### src/rtl/floo_route_encode.sv
// floo_route_encode -- source-routing header encoder at the NI injection point.
//
// Purpose:
//   Looks up hdr.dst_id (low DstIdxWidth bits) in a runtime-programmable route
//   table and replaces hdr.dst_id with the packed per-hop port selections
//   (hop 0 in the LSBs, zero-extended). The route is locked at the packet
//   head and reused for every following flit up to and including hdr.last.
//   Packets whose head hits an invalid entry are accepted and discarded,
//   with a one-cycle err_o pulse. The output passes one registered
//   valid/ready stage.
//
// Ports:
//   clk_i, rst_i            clock, synchronous active-high reset
//   cfg_we_i/cfg_idx_i/
//   cfg_route_i/cfg_valid_i route-table write port (takes effect next cycle)
//   valid_i/ready_o/channel_i  input flit handshake
//   valid_o/ready_i/channel_o  encoded output flit handshake
//   err_o                   one-cycle pulse per dropped packet
//   err_cnt_o               saturating dropped-packet count, only when the
//                           macro FLOO_ROUTE_ENC_ERR_CNT_EN is defined

package floo_route_encode_pkg;
    typedef struct packed {
        logic [15:0] dst_id;
        logic [7:0]  src_id;
        logic        last;
    } hdr_t;

    typedef struct packed {
        hdr_t        hdr;
        logic [31:0] payload;
    } flit_t;
endpackage

module floo_route_encode #(
    parameter int unsigned NumRoutes     = 5,
    parameter int unsigned RouteSelWidth = $clog2(NumRoutes),
    parameter int unsigned MaxHops       = 4,
    parameter int unsigned NumDst        = 16,
    parameter int unsigned DstIdxWidth   = $clog2(NumDst),
    parameter type         flit_t        = floo_route_encode_pkg::flit_t,
    localparam int unsigned RouteWidth   = MaxHops * RouteSelWidth
) (
    input  logic                   clk_i,
    input  logic                   rst_i,
    input  logic                   cfg_we_i,
    input  logic [DstIdxWidth-1:0] cfg_idx_i,
    input  logic [RouteWidth-1:0]  cfg_route_i,
    input  logic                   cfg_valid_i,
    input  logic                   valid_i,
    output logic                   ready_o,
    input  flit_t                  channel_i,
    output logic                   valid_o,
    input  logic                   ready_i,
    output flit_t                  channel_o,
    output logic                   err_o
`ifdef FLOO_ROUTE_ENC_ERR_CNT_EN
    ,
    output logic [15:0]            err_cnt_o
`endif
);

    localparam int unsigned DstIdBits = $bits(channel_i.hdr.dst_id);

    if (DstIdBits < RouteWidth) begin : g_width_check
        $fatal(1, "floo_route_encode: hdr.dst_id narrower than RouteWidth");
    end

    typedef enum logic [1:0] {IDLE, FWD, DROP} state_e;

    state_e                  state_q;
    logic                    valid_q;
    flit_t                   data_q;
    logic                    err_q;
    logic [RouteWidth-1:0]   route_q;

    // Route table: route bits need no reset, only the valid bits do.
    logic [RouteWidth-1:0]   route_mem [NumDst];
    logic                    tbl_valid_q [NumDst];

    logic [DstIdxWidth-1:0]  lookup_idx;
    logic                    lookup_in_range;
    logic                    cfg_in_range;
    logic                    lookup_hit;
    logic [RouteWidth-1:0]   lookup_route;
    logic [RouteWidth-1:0]   sel_route;
    flit_t                   enc_flit;
    logic                    accept;
    logic                    drop_head;

    assign lookup_idx = channel_i.hdr.dst_id[DstIdxWidth-1:0];

    // When the table fills the whole index space every index is in range;
    // only a non-power-of-two table needs the explicit bound check.
    if (NumDst == (1 << DstIdxWidth)) begin : g_full_range
        assign lookup_in_range = 1'b1;
        assign cfg_in_range    = 1'b1;
    end else begin : g_part_range
        assign lookup_in_range = (32'(lookup_idx) < NumDst);
        assign cfg_in_range    = (32'(cfg_idx_i) < NumDst);
    end

    assign ready_o = !rst_i && (!valid_q || ready_i);
    assign accept  = valid_i && ready_o;

    // Lookup reads the table before this cycle's write lands, so a write and
    // a head lookup of the same index in one cycle see the old entry.
    always_comb begin
        lookup_route = '0;
        lookup_hit   = 1'b0;
        if (lookup_in_range) begin
            lookup_route = route_mem[lookup_idx];
            lookup_hit   = tbl_valid_q[lookup_idx];
        end
        sel_route = (state_q == FWD) ? route_q : lookup_route;
        enc_flit  = channel_i;
        enc_flit.hdr.dst_id = '0;
        enc_flit.hdr.dst_id[RouteWidth-1:0] = sel_route;
    end

    assign drop_head = accept && (state_q == IDLE) && !lookup_hit;

    always_ff @(posedge clk_i) begin
        if (cfg_we_i && cfg_in_range) begin
            route_mem[cfg_idx_i] <= cfg_route_i;
        end
    end

    always_ff @(posedge clk_i) begin
        if (rst_i) begin
            for (int i = 0; i < int'(NumDst); i++) begin
                tbl_valid_q[i] <= 1'b0;
            end
        end else if (cfg_we_i && cfg_in_range) begin
            tbl_valid_q[cfg_idx_i] <= cfg_valid_i;
        end
    end

    always_ff @(posedge clk_i) begin
        if (rst_i) begin
            state_q <= IDLE;
            valid_q <= 1'b0;
            data_q  <= '0;
            err_q   <= 1'b0;
            route_q <= '0;
        end else begin
            err_q <= 1'b0;
            // Output slot drains on a downstream handshake; a new accept below
            // may refill it in the same cycle.
            if (ready_i) begin
                valid_q <= 1'b0;
            end
            if (accept) begin
                unique case (state_q)
                    IDLE: begin
                        if (lookup_hit) begin
                            route_q <= lookup_route;
                            valid_q <= 1'b1;
                            data_q  <= enc_flit;
                            if (!channel_i.hdr.last) state_q <= FWD;
                        end else begin
                            err_q <= 1'b1;
                            if (!channel_i.hdr.last) state_q <= DROP;
                        end
                    end
                    FWD: begin
                        valid_q <= 1'b1;
                        data_q  <= enc_flit;
                        if (channel_i.hdr.last) state_q <= IDLE;
                    end
                    DROP: begin
                        if (channel_i.hdr.last) state_q <= IDLE;
                    end
                    default: state_q <= IDLE;
                endcase
            end
        end
    end

`ifdef FLOO_ROUTE_ENC_ERR_CNT_EN
    logic [15:0] err_cnt_q;

    // Counts at the same edge that raises err_o.
    always_ff @(posedge clk_i) begin
        if (rst_i) begin
            err_cnt_q <= '0;
        end else if (drop_head && (err_cnt_q != 16'hFFFF)) begin
            err_cnt_q <= err_cnt_q + 16'd1;
        end
    end

    assign err_cnt_o = err_cnt_q;
`else
    logic unused_drop_head;
    assign unused_drop_head = drop_head;
`endif

    assign valid_o   = valid_q;
    assign channel_o = data_q;
    assign err_o     = err_q;

endmodule

### config.mk
export PLATFORM = sky130hd
export DESIGN_NAME = floo_route_encode
export DESIGN_NICKNAME = d
export VERILOG_FILES = /design/src/rtl/floo_route_encode.sv
export SDC_FILE = /design/constraint.sdc
export NUM_CORES = 1
export LEC_CHECK = 0
export ABC_AREA = 1
export CORE_MARGIN = 8
export CORE_UTILIZATION = 51
export DETAILED_ROUTE_END_ITERATION = 16
export PLACE_DENSITY_LB_ADDON = 0.25
export SYNTH_ARGS = -nofsm -noshare
export SYNTH_HDL_FRONTEND = slang
export SYNTH_SLANG_ARGS = --single-unit
### constraint.sdc
create_clock -name clk_i -period 1.9 [get_ports clk_i]
set_clock_uncertainty 0.2 [all_clocks]
set_input_delay 0.475 -clock clk_i [delete_from_list [all_inputs] [get_ports clk_i]]
set_output_delay 0.475 -clock clk_i [all_outputs]
set_load 0.005 [all_outputs]
==> impl_metrics.ini <==
[detailed_routing]
drt_iter0_markers = 808
routed_wl_mm = 29.5
dr_total_vias = 9118
post_drt_wl_per_cell_um = 16.6
ant_nets = 0
avgViaCountPerCell = 5.13
drcViolationCount = 0
drt_first_pass_iters = 7

[setup_path]
crit_arrival_ns = 1.19
cp_data_required_time_ns = 1.22
criticalPathCategory = reg -> out
r2r_end = channel_o[47]$_SDFFE_PP0P_
r2r-start = state_q[0]$_SDFFE_PP0P_
worst_path_largest_cell_delay_ns = 0.32
end_kind = primary output
worst_setup_path_start_kind = flop
startpoint = valid_o$_SDFF_PP0_
ff2ff_setup_slack_ns = 0.12
worstPathMaxFanout = 2
slowest_stage = dfxtp_2
path_cells = inv_2, nor2_4, nor2_2, buf_2
reg2regPathDepth = 9

[synth]
synth_seq_cells = 277
synth.distinct_cells = 24
synth_area_um2 = 12000
yosys_warnings = 0
syn-instance-count = 1267
synth_most_common_cell = nand2_1
yosys.area.top_type = edfxtp_1
syn_avg_cell_area_um2 = 9.45
synthArstFlopShare = 0
ys.flop_type = edfxtp_1
yosysSeqAreaShare = 0.637
synth_edf_count = 208
synth_top_area_frac = 0.522
synth_area_leaders = edfxtp_1 (52%), nand2_1 (12%), dfxtp_1 (12%), nor2_1 (4.7%), nand3_1 (4.6%)
yosys-top-cells-count = nand2_1 (392), edfxtp_1 (208), nor2_1 (150), nand3_1 (109), inv_1 (84)

[grt]
grt_use_total = 0.199
overflow = 0
grt_first_pass_wirelength_mm = 46.0
grt_start_max_net_pins = 50
antenna_found_initial = 0
grt_pass1_vias = 8642

[place]
place.gp.congestion = 0.822
post-place-cells = 1719
place_hpwl_mm = 19.2
place_ws_ns = -0.518
io_buffers = 122

[pwr]
power_leakage_nw = 6.44
ir_drop_uv = 740
power_density_nw_per_um2 = 914

[timing]
drv_slew = 0
rsz0062_at_grt = true
hold_violations = 0
tightestPinTransition_ns = 0.617
timing.fmax_ghz = 0.537
setup_viol = 0
layout_setup_ws_ns = 0.0361
finalCriticalPeriod_ns = 1.86
fin_crit_sh = 0.981
maxSlewHeadroom = 0.587

[floorplan]
core_area_um2 = 23300
io_pins = 139
start_util = 0.515
rows = 56
fp.dieArea_um2 = 28600
die_w_um = 169
die-height_um = 169

[min_path]
hold_path.class = reg -> reg
min_path_cells = 2
hold_path.startpoint = route_q[0]$_SDFFE_PP0P_
min_to = route_q[0]$_SDFFE_PP0P_

[clock_network]
insertion_delay_ns = 0.55
cts_tree = built
cts_buffer_depth = 3
numClockSinks = 277
h-tree-depth = 1
path_clk_slew_ns = 0.06
cts_hold_buf = 0
cts_buffers = 29
cts-root-buf = clkbuf_16

[final_layout]
n_antenna_cell = 0
area_delta_synth_final_pct = 27.8
layout-drive-gt1-share = 0.114
nets = 1516
fin_cells = 1776

[outcome]
outcome = completed

[job]
cap_violations = 0
-- worst max-delay path: cells and delay by family, from the launching register on --
family                 cells  cell delay (ns)
DFF                        1             0.32
buffers and inverters      2             0.19
and+or+nand+nor            2             0.15
-- timing repair --
action | CTS | global route
pin swaps | 0 | 3
cloned | 0 | 2
resized for setup | 58 | 17
endpoints found under the setup margin | 56 | 50
buffers inserted | 0 | 2
-- sequential cells by signal (all words and copies together), names as in the netlist --
signal,cells
channel_o,53
err_o,1
route_mem,192
route_q,12
state_q,2
tbl_valid_q,16
valid_o,1
-- power breakdown --
part / leakage [nW] / switching [mW] / internal [mW]
clock: 0.464 / 2.26 / 3.30
sequential: 2.45 / 0.0735 / 6.71
combinational: 3.52 / 0.924 / 0.711
total: 6.44 / 3.26 / 10.7
-- per-stage QoR --
step / cell area (um^2) / hold slack, ns / power [mW] / setup TNS, ns / utilization
after global placement: 14300 / 0.246 / 8.52 / -91.92 / 0.615
after floorplan: 12000 / 0.233 / 7.78 / -2.28 / -
after global routing: 15300 / 0.291 / 14.5 / -0.0114 / 0.658
final: 15300 / 0.263 / 14.0 / 0 / 0.658
after detailed placement: 14300 / 0.257 / 8.55 / -97.15 / 0.615
after CTS: 15200 / 0.265 / 14.0 / -0.133 / 0.653
-- how the worst max path moves through the flow --
stage,endpoint,slack (ns)
after floorplan,route_mem[4][0]$_DFFE_PP_,-0.08
after detailed placement,channel_o[51]$_SDFFE_PP0P_,-0.52
after global placement,channel_o[51]$_SDFFE_PP0P_,-0.51
after CTS,ready_o,-0.13
after global routing,ready_o,-0.01
final,ready_o,0.04
-- cells in the final DEF (no fill, tap or decap), types with 12 or more instances in the layout --
master / Yosys / final
nand2_1: 392 / 391
edfxtp_1: 208 / 208
nor2_1: 150 / 135
nand3_1: 109 / 109
inv_1: 84 / 82
dfxtp_1: 69 / 68
clkdlybuf4s50_1: 0 / 62
a21oi_1: 58 / 57
buf_4: 14 / 55
dlygate4sd2_1: 0 / 55
nand3b_1: 41 / 41
o21ai_0: 38 / 38
buf_12: 0 / 36
clkbuf_16: 0 / 31
nor2_2: 0 / 14
nor3_1: 12 / 12
-- metal layers --
metal	track usage	share of wire	routed length [um]
met1	0.262	0.42	12500
met4	0.0546	0.023	667
met2	0.334	0.49	14300
met5	0	0	0
met3	0.0342	0.067	1970
-- logic make-up after synthesis --
logic type               count (synthesis)  share of synthesized area
AO/OA/AOI/OAI                          107                     0.0452
other                                    1                   0.000313
AND/OR/NAND/NOR                        708                      0.249
flip-flops                             277                      0.637
adder cells (fa/ha/maj)                  2                    0.00209
buffers and inverters                  172                     0.0662
-- area by class of cell --
cell class	count	area (um^2)
flip-flops and latches	277	7630
fillers	1877	7960
inverters	90	340
repair buffers	216	2350
well taps	319	399
clock buffers	42	835
multi-input cells	821	3640
clock inverters	11	108
Power figures use the tool's default switching activity.
